[config.mk]
export PLATFORM = sky130hd
export DESIGN_NAME = imager_stream_framer
export DESIGN_NICKNAME = d
export VERILOG_FILES = /design/src/rtl/imager_stream_framer.sv
export SDC_FILE = /design/constraint.sdc
export NUM_CORES = 1
export LEC_CHECK = 0
export BUFFER_PORTS_ARGS = -buffer_cell sky130_fd_sc_hd__buf_2
export CELL_PAD_IN_SITES_DETAIL_PLACEMENT = 1
export CELL_PAD_IN_SITES_GLOBAL_PLACEMENT = 2
export CORE_UTILIZATION = 33
export DETAILED_ROUTE_END_ITERATION = 8
export PLACE_DENSITY = 0.85
export SLEW_MARGIN = 0
export SYNTH_ARGS = -nofsm -noshare
export SYNTH_HDL_FRONTEND = slang
export SYNTH_SLANG_ARGS = --single-unit
[constraint.sdc]
create_clock -name clk -period 2.8 [get_ports clk]
set_input_delay 0.28 -clock clk [delete_from_list [all_inputs] [get_ports clk]]
set_output_delay 0.28 -clock clk [all_outputs]
set_load 0.05 [all_outputs]
[src/rtl/imager_stream_framer.sv]
// Turns raw imager fv/lv/dat timing into a dvi/dtype/data word stream with frame/row flags,
// and reports per-frame statistics (count, rows, columns, row-length consistency).
module imager_stream_framer #(
  parameter int unsigned DATA_WIDTH     = 10,
  parameter int unsigned DTYPE_WIDTH    = 8,
  parameter int unsigned NUM_ROWS_WIDTH = 12,
  parameter int unsigned NUM_COLS_WIDTH = 12
) (
  input  logic                      clk,
  input  logic                      resetb,
  input  logic                      enable,
  input  logic                      fv,
  input  logic                      lv,
  input  logic [DATA_WIDTH-1:0]     dat,
  output logic                      dvo,
  output logic [DTYPE_WIDTH-1:0]    dtypeo,
  output logic [DATA_WIDTH-1:0]     datao,
  output logic [15:0]               frame_count,
  output logic [NUM_ROWS_WIDTH-1:0] num_rows,
  output logic [NUM_COLS_WIDTH-1:0] num_cols,
  output logic                      row_len_err
);

  localparam int unsigned FC_WIDTH = 16;
  localparam logic [4:0]  DT_FRAME_END = 5'h10;

  // input pipeline: s0 = sampled inputs, s1 = previous s0, lv2 = lv one cycle before s1
  logic                  fv0, lv0, fv1, lv1, lv2;
  logic [DATA_WIDTH-1:0] dat0, dat1;
  logic                  s0_vld;

  // frame tracking state
  logic                      armed, active, pending, first_pix, err_w;
  logic [NUM_ROWS_WIDTH-1:0] row_cnt;
  logic [NUM_COLS_WIDTH-1:0] col_cnt, first_len;

  logic                      armed_nxt, active_nxt, pending_nxt, first_nxt, err_nxt;
  logic [NUM_ROWS_WIDTH-1:0] row_nxt;
  logic [NUM_COLS_WIDTH-1:0] col_nxt, flen_nxt;

  logic                      dvo_nxt, rle_nxt;
  logic [DTYPE_WIDTH-1:0]    dtype_nxt;
  logic [DATA_WIDTH-1:0]     data_nxt;
  logic [FC_WIDTH-1:0]       fc_nxt;
  logic [NUM_ROWS_WIDTH-1:0] nr_nxt;
  logic [NUM_COLS_WIDTH-1:0] nc_nxt;

  logic rise_c, pix_c, fall_c, mark_c, row_start_c, row_end_c;

  assign rise_c      = armed & fv0 & ~fv1;
  assign pix_c       = active & fv1 & lv1;
  assign fall_c      = active & fv1 & ~fv0;
  assign mark_c      = pending | (fall_c & ~lv1);
  // a row starts on an lv rise; the first pixel of a frame always counts as a row start
  assign row_start_c = pix_c & (~lv2 | first_pix);
  assign row_end_c   = pix_c & (~lv0 | ~fv0);

  always_comb begin
    armed_nxt   = armed | (s0_vld & ~fv0);
    active_nxt  = active;
    pending_nxt = fall_c & lv1;
    first_nxt   = first_pix;
    err_nxt     = err_w;
    row_nxt     = row_cnt;
    col_nxt     = col_cnt;
    flen_nxt    = first_len;
    dvo_nxt     = 1'b0;
    dtype_nxt   = '0;
    data_nxt    = '0;
    fc_nxt      = frame_count;
    nr_nxt      = num_rows;
    nc_nxt      = num_cols;
    rle_nxt     = row_len_err;

    if (pix_c) begin
      dvo_nxt   = 1'b1;
      data_nxt  = dat1;
      dtype_nxt = DTYPE_WIDTH'({row_end_c, row_start_c, first_pix, 1'b1});
      first_nxt = 1'b0;
      if (row_start_c)
        col_nxt = NUM_COLS_WIDTH'(1);
      else if (col_cnt != '1)
        col_nxt = col_cnt + NUM_COLS_WIDTH'(1);
      if (row_end_c) begin
        if (row_cnt != '1)
          row_nxt = row_cnt + NUM_ROWS_WIDTH'(1);
        if (row_cnt == '0)
          flen_nxt = col_nxt;
        else if (col_nxt != first_len)
          err_nxt = 1'b1;
      end
    end

    // FRAME_END marker publishes the statistics gathered over the frame
    if (mark_c) begin
      dvo_nxt    = 1'b1;
      dtype_nxt  = DTYPE_WIDTH'(DT_FRAME_END);
      data_nxt   = DATA_WIDTH'(row_cnt);
      fc_nxt     = frame_count + FC_WIDTH'(1);
      nr_nxt     = row_cnt;
      nc_nxt     = col_cnt;
      rle_nxt    = err_w;
      active_nxt = 1'b0;
    end

    // acceptance comes last so a new frame overrides the marker's active clear
    if (rise_c) begin
      active_nxt = enable;
      first_nxt  = 1'b1;
      err_nxt    = 1'b0;
      row_nxt    = '0;
      col_nxt    = '0;
      flen_nxt   = '0;
    end
  end

  always_ff @(posedge clk or negedge resetb) begin
    if (!resetb) begin
      fv0         <= 1'b0;
      lv0         <= 1'b0;
      dat0        <= '0;
      fv1         <= 1'b0;
      lv1         <= 1'b0;
      dat1        <= '0;
      lv2         <= 1'b0;
      s0_vld      <= 1'b0;
      armed       <= 1'b0;
      active      <= 1'b0;
      pending     <= 1'b0;
      first_pix   <= 1'b0;
      err_w       <= 1'b0;
      row_cnt     <= '0;
      col_cnt     <= '0;
      first_len   <= '0;
      dvo         <= 1'b0;
      dtypeo      <= '0;
      datao       <= '0;
      frame_count <= '0;
      num_rows    <= '0;
      num_cols    <= '0;
      row_len_err <= 1'b0;
    end else begin
      fv0         <= fv;
      lv0         <= lv;
      dat0        <= dat;
      fv1         <= fv0;
      lv1         <= lv0;
      dat1        <= dat0;
      lv2         <= lv1;
      s0_vld      <= 1'b1;
      armed       <= armed_nxt;
      active      <= active_nxt;
      pending     <= pending_nxt;
      first_pix   <= first_nxt;
      err_w       <= err_nxt;
      row_cnt     <= row_nxt;
      col_cnt     <= col_nxt;
      first_len   <= flen_nxt;
      dvo         <= dvo_nxt;
      dtypeo      <= dtype_nxt;
      datao       <= data_nxt;
      frame_count <= fc_nxt;
      num_rows    <= nr_nxt;
      num_cols    <= nc_nxt;
      row_len_err <= rle_nxt;
    end
  end

endmodule

Word-level counts from Yosys, hierarchy flattened --
Index checks and enable logic that the tools add are counted. Widths: inputs -> output; s select.
Storage, ports and cells: flip-flop bits (word level) 127, logic and storage cells 87
Cells by class: reductions and logical operators 10, multiplexer cells 28, bitwise operators 19, $add $sub $neg 3, eq/ne operators 4
Operator list (number):
- $mux 12 | 13
- $add 12x1->12 const B | 2
- $ne 12x12->1 const B | 2
- $mux 10 | 2
- $add 16x1->16 const B | 1
- $logic_not 12->1 | 1
- $ne 12x12->1 | 1
- $reduce_bool 2->1 | 6
- $mux 1 | 11
- $and 1x1->1 | 10
- $mux 8 | 1
- $reduce_and 3->1 | 2
- $not 1->1 | 5
- $mux 4 | 1
- $or 1x1->1 | 4
- $reduce_and 4->1 | 1
- $ne 2x2->1 const B | 1

Longest topological paths before layout --
Gate-level depths: netlist of run 1.
depth after elaboration 11, mapped depth 8

Worst setup path after synthesis of run 1 --
Ideal clock, no wire load.
path kind reg2reg, start point reg col_cnt[0], end point reg err_w, arrival 2.652 ns, stages on the path, launching flop included 9, library setup time 0.124 ns, required time 2.676 ns, setup slack 0.024 ns, path through dfrtp_1 > ha_1 > nand3_4 > nor4_4 > nor3_2 > a311oi_1 > o211ai_1 > or4_1 > o31a_1
Between the ends: word-level cells in the longest chain between the ends 7, elaborated cells on any way between the ends 8, classes of those cells 1 x add/sub; 2 x eq/ne; 3 x mux; 2 x reduce/logical
RTL lines:
- start, declared | line 35 | logic [NUM_COLS_WIDTH-1:0] col_cnt, first_len;
- start signal, assigned | line 157 | col_cnt <= col_nxt;
- $add 12x1->12 / $ne 12x12->1 (equally long branches) | line 83, 82
- $mux 12 * | line 82 | else if (col_cnt != '1)
- $mux 12 * | line 80 | if (row_start_c)
- $mux 12 * | line 75 | if (pix_c) begin
- $ne 12x12->1 * | line 89 | else if (col_nxt != first_len)
- $reduce_bool 2->1 (no line) *
- $reduce_and 4->1 (no line) *
- end signal, assigned | line 155 | err_w <= err_nxt;
- end, declared | line 33 | logic armed, active, pending, first_pix, err_w;
Every way passes the cells marked *; elsewhere a longest branch is shown, timed or not. The select of a mux whose other input is x is not followed. A chain may end at the register's enable or synchronous reset.

Worst setup path after layout of run 1 --
start point reg col_cnt[9], end point reg err_w
The elaborated chain is that of the path after synthesis.

==> summary.txt, run 1 <==
Run status
  – Outcome: complete, no violations

Clocking
  – Worst-Skew Late Latency: 420 ps
  – Num CTS Buffers: 17
  – Worst-path clk slew: ~60 ps
  – CTS Buffer Depth: 2
  – Clock sink count: 124
  – CTS tree: done
  – Post-CTS Setup Inserts: 0
  – H-tree depth: 4
  – CTS root buffer: clkbuf_16

STA
  – Relative slew margins: 35.9%
  – Worst slew pin tran: approximately 960 ps
  – Final Hold Viols: 0
  – Final Critical Period: 2620 ps
  – Setup Viol. Count Final: 0
  – Part of the cycle the worst path needs: between 90 and 100%
  – Max-slew violations: 0
  – F_max: around 380 MHz
  – Clk_skew: 6.90 ps
  – Final worst setup slack: approximately 180 ps

Yosys
  – Syn Area/Cell: ~10 µm²
  – EDFF count, synth: 0
  – Top cell type's share of synthesized area: 58.2%
  – Yosys warns: 0
  – Cells after Synth: around 530
  – Ranking of synthesized cells by area: dfrtp_1 58%, nand2_1 8.9%, xnor2_1 3.0%, nor2_1 2.8%, o21ai_0 2.6%
  – Post-Syn Area: 5330 µm²
  – Dominant cell type by area after synthesis: dfrtp_1
  – Synth cell types: 52
  – Synth Register Bits: 124
  – Count leader, synth: nand2_1
  – FFs w/ async S/R, synth: 100%
  – Top cells by count, synth: 127 x nand2_1, 124 x dfrtp_1, 40 x nor2_1
  – Sequential fraction of the synthesis area: 58.2%
  – Post-synth top flop: dfrtp_1

Global route
  – Global-route wire length before repair: roughly 23 mm
  – Grt total ovfl: 0
  – Vias in the first global route: 4,449
  – Gr usage total: 18.2%
  – Pin count of the biggest net entering global routing: 60
  – Initial antenna violation count: 0

Detailed routing
  – Routed length per placed instance: ~16 µm
  – Drt first pass iters: 4
  – DRC: 0
  – Drt total wl: approximately 14 mm
  – Post-route ant nets: 0
  – Vias post-DR: 4,195
  – Detailed Route Iter0 Violations: 220
  – Vias/cell: 4.90

Die
  – Initial Utilization: 33.7%
  – Die Area: 16,700 µm²
  – Overall die height: 129 µm
  – I/O pins: 75
  – Die X: between 100 and 150 µm
  – Core footprint: 15,800 µm²
  – Num rows: 46

Cells and area
  – Area grow syn2layout: 27.3%
  – Filler Cell Count: roughly 1,800
  – Layout Nets: 646
  – Inserted Diodes: 0
  – Non-filler cells, final: approximately 860
  – Layout cell share with drive strength beyond 1: between 20% and 30%

Job
  – Number of max-cap violations: 0

Power and ir drop
  – Static Leak: 0.00326 µW
  – Peak VDD IR: 0.000436 V
  – Power density over cell area: 713 nW/µm²

Worst setup path
  – Startpoint Class: flip-flop
  – Crit path required time: 3110 ps
  – Critical path endpoint category: flip-flop
  – CP Data Arrival Time: 2930 ps
  – WS Path Type: reg2reg
  – Crit Path Max Fanout: 9

Placement
  – Hpwl dp: 9.56 mm
  – GP Congestion: between 0.8 and 0.9
  – Dpl cells: 811
  – Port bufs: roughly 70
  – Pre-CTS setup slack: 36.2 ps

Min path
  – Worst Hold Class: in2reg
-- where the power goes --
| part | switching (µW) | total, µW | leakage (µW) | internal [µW] |
|---|---|---|---|---|
| logic | 395 | 540 | 0.00130 | 144 |
| clock network | 809 | 2350 | 0.000311 | 1540 |
| registers | 68.1 | 1950 | 0.00165 | 1880 |
| total | 1270 | 4840 | 0.00326 | 3570 |
-- what timing repair did --
item                                    in CTS  in global routing
endpoints found under the hold margin       50                  0
resized for setup                            0                  6
hold buffers                                13                  0
endpoints found under the setup margin       0                  1
-- layer usage --
metal / part of all wire (%) / vias to the layer above / GRT usage (%)
li1: - / 1985 / -
met1: 46 / 2114 / 23.0
met2: 49 / 72 / 30.0
met3: 3.1 / 24 / 4.05
met4: 2.3 / 0 / 7.96
met5: 0 / - / 0
-- final cells by class --
| cell class | count | area [µm²] | share of cell area (%) |
|---|---|---|---|
| inverter | 11 | 41.3 | 0.608 |
| clock buffer | 20 | 457 | 6.73 |
| clock inverter | 12 | 185 | 2.73 |
| timing repair buffer | 103 | 643 | 9.47 |
| tap | 216 | 270 | 3.98 |
| multi-input combinational | 370 | 2090 | 30.7 |
| sequential | 124 | 3110 | 45.7 |
-- cells in the final DEF (no fill, tap or decap), types with 4 or more instances in the layout --
| cell | instances |
|---|---|
| nor2_1 | 39 |
| nand4_1 | 13 |
| clkbuf_16 | 17 |
| or3_1 | 8 |
| nand3_1 | 14 |
| dfrtp_1 | 122 |
| mux2i_1 | 11 |
| buf_2 | 70 |
| nand2_1 | 127 |
| nor4_1 | 5 |
| xnor2_1 | 18 |
| a21oi_1 | 27 |
| dlygate4sd3_1 | 13 |
| buf_4 | 19 |
| and3_1 | 4 |
| clkinv_4 | 4 |
| nor3_1 | 9 |
| bufinv_16 | 4 |
| inv_1 | 10 |
| o21ai_0 | 28 |
| xor2_1 | 10 |
| conb_1 | 4 |
-- sequential cells by signal, summed over array words and instances (netlist names), 5 cells and up --
name	count
row_cnt	12
col_cnt	12
dat0	10
num_cols	12
dtypeo	5
num_rows	12
frame_count	16
first_len	12
datao	10
dat1	10
-- logic make-up (layout without fill, tap and decap cells) --
logic type,Yosys count,count (layout),synth area share (%)
multiplexers,12,12,2.28
AO/OA/AOI/OAI,82,82,9.29
buffers and inverters,39,146,3.59
adder cells (fa/ha/maj),4,4,0.939
flip-flops,124,124,58.2
AND/OR/NAND/NOR,240,240,21.0
XOR/XNOR,28,28,4.60
other,2,4,0.141
-- final timing paths --
| kind | startpoint | end | slack (ps) | cells after the start |
|---|---|---|---|---|
| max reg2reg | col_cnt[9]$_DFFE_PN0P_ | err_w$_DFFE_PN0P_ | 180 | 8 |
| max in group asynchronous | resetb | col_cnt[2]$_DFFE_PN0P_ | 1620 | 3 |
| min reg2reg | dat0[4]$_DFF_PN0_ | dat1[4]$_DFF_PN0_ | 350 | 0 |
| min in group asynchronous | resetb | num_cols[8]$_DFFE_PN0P_ | 400 | 2 |
| min | enable | active$_DFFE_PN0P_ | 70 | 3 |
| max | col_cnt[9]$_DFFE_PN0P_ | err_w$_DFFE_PN0P_ | 180 | 8 |
-- through the flow --
stage	hold WS (ps)	utilization, %	power (µW)	TNS (ps)	cell area, µm²
3_3_place_gp	289	37.9	2490	0	5990
5_1_grt	72.2	42.9	5030	-11.5	6790
4_1_cts	56.6	42.8	4900	0	6770
6_report	73.4	42.9	4840	0	6790
2_1_floorplan	-15.6	-	2320	0	5340
3_5_place_dp	299	37.9	2510	0	5990
-- worst max-delay path, cell delays in order (launching register included) --
cell and delay [ps]:
dfrtp_1 460, nand3_1 220, nor4_4 410, buf_4 240, nand3_1 90, o21ai_0 180, xor2_1 130, or4_1 490
o31a_1 300
(Power assumes the default switching activity.)
==> run 2, diff against run 1 <==
--- a/config.mk
+++ b/config.mk
@@ -8,9 +8,10 @@
 export BUFFER_PORTS_ARGS = -buffer_cell sky130_fd_sc_hd__buf_2
 export CELL_PAD_IN_SITES_DETAIL_PLACEMENT = 1
 export CELL_PAD_IN_SITES_GLOBAL_PLACEMENT = 2
-export CORE_UTILIZATION = 33
+export CORE_UTILIZATION = 34
+export CTS_BUF_LIST = sky130_fd_sc_hd__clkbuf_8
 export DETAILED_ROUTE_END_ITERATION = 8
-export PLACE_DENSITY = 0.85
+export PLACE_DENSITY = 0.87
 export SLEW_MARGIN = 0
 export SYNTH_ARGS = -nofsm -noshare
 export SYNTH_HDL_FRONTEND = slang
==> summary.txt, run 2 (same netlist as run 1, synthesis figures left out) <==
Detailed routing
  – Routed length per placed instance: 16.5 µm (was 16.2 µm)
  – Vias/cell: 4.94 (was 4.90)
  – DRC: 0 (unchanged)
  – Post-route ant nets: 0 (unchanged)
  – Detailed Route Iter0 Violations: 221 (was 220)
  – Vias post-DR: 4,200 (was 4,195)
  – Drt first pass iters: 4 (unchanged)
  – Drt total wl: 14.0 mm (was 13.9 mm)

STA
  – RSZ-0062 raised after global routing: no
  – Final Hold Viols: 0 (unchanged)
  – Setup Viol. Count Final: 0 (unchanged)
  – Relative slew margins: 32.8% (was 35.9%)
  – Part of the cycle the worst path needs: 93.4% (was 93.6%)
  – Worst slew pin tran: 999 ps (was 958 ps)
  – Max-slew violations: 0 (unchanged)
  – Final Critical Period: 2620 ps (about the same)
  – Setup TNS: 0 ps (unchanged)
  – Clk_skew: 14.6 ps (was 6.90 ps)
  – Worst hold slack: 76.1 ps (was 73.4 ps)
  – F_max: 382 MHz (was 381 MHz)

Global route
  – Vias in the first global route: 4,527 (was 4,449)
  – Global-route wire length before repair: 23.3 mm (about the same)
  – Initial antenna violation count: 0 (unchanged)
  – Gr usage total: 18.6% (was 18.2%)
  – Grt total ovfl: 0 (unchanged)
  – Pin count of the biggest net entering global routing: 125 (was 60)

Job
  – Number of max-cap violations: 0 (unchanged)

Power and ir drop
  – Sw Share: 29.0% (was 26.3%)
  – Power density over cell area: 597 nW/µm² (was 713 nW/µm²)
  – Comb pwr share: 14.0% (was 11.1%)
  – Sequential share of power: 50.3% (was 40.2%)
  – Switching power of the nets: 1130 µW (was 1270 µW)
  – Static Leak: 0.00316 µW (was 0.00326 µW)
  – Clk pwr share: 35.8% (was 48.6%)
  – Peak VDD IR: 0.000270 V (was 0.000436 V)
  – Pint: 2760 µW (was 3570 µW)

Placement
  – Dpl cells: 808 (was 811)
  – Hpwl dp: 9.82 mm (was 9.56 mm)
  – Port bufs: 71 (unchanged)
  – GP Congestion: 0.905 (was 0.873)

Min path
  – Worst Hold Class: in2reg (unchanged)

Clocking
  – Num CTS Buffers: 17 (unchanged)
  – Clock sink count: 124 (unchanged)
  – Post-CTS Setup Inserts: 0 (unchanged)
  – CTS Buffer Depth: 2 (unchanged)
  – Worst-Skew Late Latency: 440 ps (was 420 ps)
  – H-tree depth: 4 (unchanged)
  – Worst-path clk slew: 60 ps (about the same)
  – CTS root buffer: clkbuf_8 (was clkbuf_16)
  – CTS tree: done (unchanged)

Worst setup path
  – WS Path Type: reg2reg (unchanged)
  – Worst path slowest cell: or4_1 (unchanged)
  – Crit Path Max Fanout: 9 (unchanged)
  – Crit path required time: 3120 ps (was 3110 ps)
  – Startpoint Class: flip-flop (unchanged)
  – Crit-path cells: ha_4 -> nand3_4 -> nor4_4 -> buf_4 -> nand3_1 -> o21ai_0 -> xor2_1 -> or4_1 -> o31a_1 (was nand3_1 -> nor4_4 -> buf_4 -> nand3_1 -> o21ai_0 -> xor2_1 -> or4_1 -> o31a_1)
  – Slowest Stage Delay on Critical Path: 490 ps (about the same)
  – Critical path endpoint category: flip-flop (unchanged)
  – CP Data Arrival Time: 2940 ps (was 2930 ps)

Die
  – Overall die height: 127 µm (was 129 µm)
  – Initial Utilization: 34.9% (was 33.7%)
  – Die X: 127 µm (was 129 µm)
  – Num rows: 45 (was 46)
  – Die Area: 16,200 µm² (was 16,700 µm²)
  – I/O pins: 75 (unchanged)
  – Core footprint: 15,300 µm² (was 15,800 µm²)

Cells and area
  – Largest Register: frame_count (unchanged)
  – Non-filler cells, final: 850 (was 856)
  – Largest register FFs: 16 (unchanged)
  – Most frequent cells in the layout: 127 x nand2_1, 123 x dfrtp_1, 70 x buf_2, 39 x nor2_1, 28 x o21ai_0 (was 127 x nand2_1, 122 x dfrtp_1, 70 x buf_2, 39 x nor2_1, 28 x o21ai_0)
  – Layout cell share with drive strength beyond 1: 20.7% (was 21.9%)
  – Inserted Diodes: 0 (unchanged)
  – Area grow syn2layout: 21.9% (was 27.3%)
  – Layout Nets: 648 (was 646)
  – Commonest non-fill, non-tap cell in the layout: nand2_1 (unchanged)

Run status
  – Outcome: complete, no violations (unchanged)
==> run 2: cell count changes in the layout (fill, tap and decap cells not counted), sizes merged <==
cell	previous run	this run
clkinvlp	1	0
inv	12	17
bufinv	4	1
buf	90	92
clkinv	6	2
==> run 2: area by class of cell <==
| cell class | instances | area, µm² |
|---|---|---|
| flip-flops and latches | 124 | 3100 |
| fillers | 1743 | 8760 |
| multi-input cells | 370 | 2100 |
| clock buffers | 20 | 275 |
| clock inverters | 9 | 61.3 |
| repair buffers | 105 | 658 |
| inverters | 11 | 41.3 |
| well taps | 211 | 264 |
==> run 2: worst max-delay path: cells and delay by family (launching register included) <==
kind	cells	cell delay, ps
buf+inv	1	220
simple gates	4	1050
xor+xnor	1	130
compound gates	2	470
flops	1	410
fa+ha+maj	1	210
==> run 2: through the flow <==
| stage | utilization [%] | total power, µW | setup slack, ps | area (µm²) |
|---|---|---|---|---|
| 2_1_floorplan | - | 2320 | 23.8 | 5340 |
| 3_3_place_gp | 39.3 | 2490 | 233 | 6000 |
| 3_5_place_dp | 39.3 | 2520 | 100 | 6000 |
| 4_1_cts | 42.4 | 3940 | 52.9 | 6470 |
| 5_1_grt | 42.6 | 4050 | 42.1 | 6500 |
| 6_report | 42.6 | 3880 | 185 | 6500 |
==> run 2: what timing repair did <==
item / in CTS / in global routing
hold endpoints to repair: 136 / 0
hold buffers: 13 / 0
endpoints found under the setup margin: 0 / 1
gates resized for setup: 0 / 6
==> run 2: path summary, 6_finish.rpt <==
kind	startpoint	endpoint	slack (ps)	cells after the start
max	col_cnt[0]$_DFFE_PN0P_	err_w$_DFFE_PN0P_	180	9
min	enable	active$_DFFE_PN0P_	80	3
max reg2reg	col_cnt[0]$_DFFE_PN0P_	err_w$_DFFE_PN0P_	180	9
min reg2reg	dat0[7]$_DFF_PN0_	dat1[7]$_DFF_PN0_	350	0
max in group asynchronous	resetb	col_cnt[7]$_DFFE_PN0P_	1810	3
min in group asynchronous	resetb	frame_count[6]$_DFFE_PN0P_	500	3
==> run 2: power by group through the flow <==
| stage | registers (µW) | clock network [µW] | logic, µW |
|---|---|---|---|
| 2_1_floorplan | 2150 | 0 | 169 |
| 3_3_place_gp | 1970 | 0 | 519 |
| 3_5_place_dp | 1980 | 0 | 532 |
| 4_1_cts | 1950 | 1440 | 551 |
| 5_1_grt | 1960 | 1500 | 589 |
| 6_report | 1950 | 1390 | 543 |
==> run 2: layer usage <==
layer | up-vias | routed length, µm | track usage (%)
met4 | 0 | 297 | 8.05
met1 | 2104 | 5990 | 21.1
met3 | 26 | 471 | 4.36
met5 | - | 0 | 0
met2 | 79 | 7270 | 33.3
li1 | 1991 | - | -
==> run 3, diff against run 2 <==
==> constraint.sdc (replaced) <==
create_clock -name clk -period 2.3 [get_ports clk]
set_input_delay 0.23 -clock clk [delete_from_list [all_inputs] [get_ports clk]]
set_output_delay 0.23 -clock clk [all_outputs]
set_load 0.05 [all_outputs]
==> summary.txt, run 3 (same netlist as run 1, synthesis figures left out) <==
Run status
  – Outcome: complete, but fails checks (was complete, no violations)
  – Failing checks: setup timing

Die
  – I/O pins: 75 (unchanged)
  – Overall die height: 127 µm (unchanged)
  – Core footprint: 15,300 µm² (unchanged)
  – Num rows: 45 (unchanged)
  – Die Area: 16,200 µm² (unchanged)
  – Initial Utilization: 34.9% (unchanged)
  – Die X: 127 µm (unchanged)

Global route
  – Gr usage total: 19.2% (was 18.6%)
  – Global-route wire length before repair: 23.9 mm (was 23.3 mm)
  – Global Route met3 Usage: 4.10% (was 4.36%)
  – M1 GR Usage: 24.5% (was 21.1%)
  – Pin count of the biggest net entering global routing: 44 (was 125)
  – Vias in the first global route: 4,598 (was 4,527)
  – Met2 usage: 32.1% (was 33.3%)
  – Grt total ovfl: 0 (unchanged)
  – Global-route layer with the greatest usage: met2 (unchanged)
  – Initial antenna violation count: 0 (unchanged)

Cells and area
  – Commonest non-fill, non-tap cell in the layout: nand2_1 (unchanged)
  – Largest register FFs: 16 (unchanged)
  – Area grow syn2layout: 30.0% (was 21.9%)
  – Most frequent cells in the layout: 127 x nand2_1, 117 x dfrtp_1, 70 x buf_2, 57 x buf_4, 39 x nor2_1 (was 127 x nand2_1, 123 x dfrtp_1, 70 x buf_2, 39 x nor2_1, 28 x o21ai_0)
  – Inserted Diodes: 0 (unchanged)
  – Layout Nets: 685 (was 648)
  – Layout cell share with drive strength beyond 1: 27.8% (was 20.7%)
  – Filler Cell Count: 1,728 (was 1,743)
  – Largest Register: frame_count (unchanged)

Clocking
  – CTS tree: done (unchanged)
  – CTS root buffer: clkbuf_8 (unchanged)
  – H-tree depth: 4 (unchanged)
  – CTS Buffer Depth: 2 (unchanged)
  – Num CTS Buffers: 17 (unchanged)
  – Clock sink count: 124 (unchanged)
  – Worst-path clk slew: 70 ps (was 60 ps)
  – Worst-Skew Late Latency: 440 ps (about the same)

Power and ir drop
  – Peak VDD IR: 0.000322 V (was 0.000270 V)
  – Pint: 3630 µW (was 2760 µW)
  – Sw Share: 28.5% (was 29.0%)
  – Clk pwr share: 39.9% (was 35.8%)
  – Static Leak: 0.00339 µW (was 0.00316 µW)
  – Comb pwr share: 13.4% (was 14.0%)
  – Power density over cell area: 732 nW/µm² (was 597 nW/µm²)
  – Switching power of the nets: 1450 µW (was 1130 µW)
  – Sequential share of power: 46.7% (was 50.3%)

Job
  – Number of max-cap violations: 0 (unchanged)

Worst setup path
  – Startpoint Class: flip-flop (unchanged)
  – Slowest Stage Delay on Critical Path: 430 ps (was 490 ps)
  – Crit-path cells: nand4_1 -> buf_4 -> a311oi_1 -> o21ai_1 -> a311oi_2 -> o211ai_1 -> or4_1 -> o31a_1 (was ha_4 -> nand3_4 -> nor4_4 -> buf_4 -> nand3_1 -> o21ai_0 -> xor2_1 -> or4_1 -> o31a_1)
  – WS Path Type: reg2reg (unchanged)
  – Crit path required time: 2630 ps (was 3120 ps)
  – Critical path endpoint category: flip-flop (unchanged)
  – Crit Path Max Fanout: 4 (was 9)
  – Worst path slowest cell: dfrtp_1 (was or4_1)
  – CP Data Arrival Time: 2740 ps (was 2940 ps)

Min path
  – Worst Hold Class: in2async (was in2reg)

STA
  – F_max: 414 MHz (was 382 MHz)
  – Final Hold Viols: 0 (unchanged)
  – Final worst setup slack: -115 ps (was 185 ps)
  – Clk_skew: 6.59 ps (was 14.6 ps)
  – Max-slew violations: 0 (unchanged)
  – Final Critical Period: 2410 ps (was 2620 ps)
  – Part of the cycle the worst path needs: 105% (was 93.4%)
  – Setup TNS: -115 ps (was 0 ps)
  – Setup Viol. Count Final: 1 (was 0)
  – RSZ-0062 raised after global routing: yes (was no)

Detailed routing
  – Vias/cell: 4.87 (was 4.94)
  – Post-route ant nets: 0 (unchanged)
  – Detailed Route Iter0 Violations: 221 (unchanged)
  – Drt total wl: 14.5 mm (was 14.0 mm)
  – Drt first pass iters: 4 (unchanged)
  – DRC: 0 (unchanged)
  – Routed length per placed instance: 16.3 µm (was 16.5 µm)
  – Vias post-DR: 4,332 (was 4,200)

Placement
  – Pre-CTS setup slack: -107 ps (was 100 ps)
  – Hpwl dp: 10.3 mm (was 9.82 mm)
  – GP Congestion: 0.851 (was 0.905)
  – Port bufs: 71 (unchanged)
[run 3: worst max-delay path: cells and delay by family (launching register included)]
family,cells,cell delay (ps)
buffers and inverters,1,230
AOI/OAI and AO/OA,5,1000
and+or+nand+nor,2,640
DFF,1,430
[run 3: timing repair]
action                                 CTS  global route
pin swaps                                0             7
setup endpoints to repair                1             1
setup buffers                            0             2
endpoints found under the hold margin   44             0
cloned                                   0             0
gates resized for setup                  9             9
hold buffers                            14             0
[run 3: worst paths after layout]
check	startpoint	end	slack [ps]	cells after the start
setup reg to reg	col_cnt[8]$_DFFE_PN0P_	err_w$_DFFE_PN0P_	-110	8
max in group asynchronous	resetb	datao[9]$_DFF_PN0_	1360	3
min in group clk	dat0[4]$_DFF_PN0_	dat1[4]$_DFF_PN0_	350	0
setup / recovery	col_cnt[8]$_DFFE_PN0P_	err_w$_DFFE_PN0P_	-110	8
hold reg to reg	dat0[4]$_DFF_PN0_	dat1[4]$_DFF_PN0_	350	0
hold / removal	resetb	dat1[3]$_DFF_PN0_	280	2
[run 3: area by class of cell]
cell class | instances | area, µm² | share of cell area, %
Timing Repair Buffer | 142 | 938 | 13.5
Multi-Input combinational cell | 370 | 2160 | 31.1
Tap cell | 211 | 264 | 3.81
Clock inverter | 12 | 145 | 2.09
Sequential cell | 124 | 3110 | 44.9
Inverter | 11 | 41.3 | 0.596
Clock buffer | 20 | 275 | 3.97
[run 3: routing by layer]
layer	share of wire (%)	wire [µm]
met5	0	0
met4	1.4	197
met3	3.0	441
met2	49	7150
met1	46	6680
[run 3: power groups by stage]
stage,sequential (µW),combinational [µW],clock (µW)
final,2370,678,2020
after global routing,2390,733,2160
after CTS,2370,686,2090
after detailed placement,2410,665,0
after global placement,2400,647,0
after floorplan,2620,207,0
[run 3: metrics by stage]
step | hold slack [ps] | cell area, µm² | util, % | instances | power [µW]
2_1_floorplan | -65.6 | 5380 | - | 533 | 2830
3_3_place_gp | 208 | 6300 | 41.3 | 843 | 3050
3_5_place_dp | 223 | 6300 | 41.3 | 843 | 3080
4_1_cts | 268 | 6890 | 45.1 | 889 | 5140
5_1_grt | 299 | 6930 | 45.4 | 890 | 5280
6_report | 283 | 6930 | 45.4 | 890 | 5070
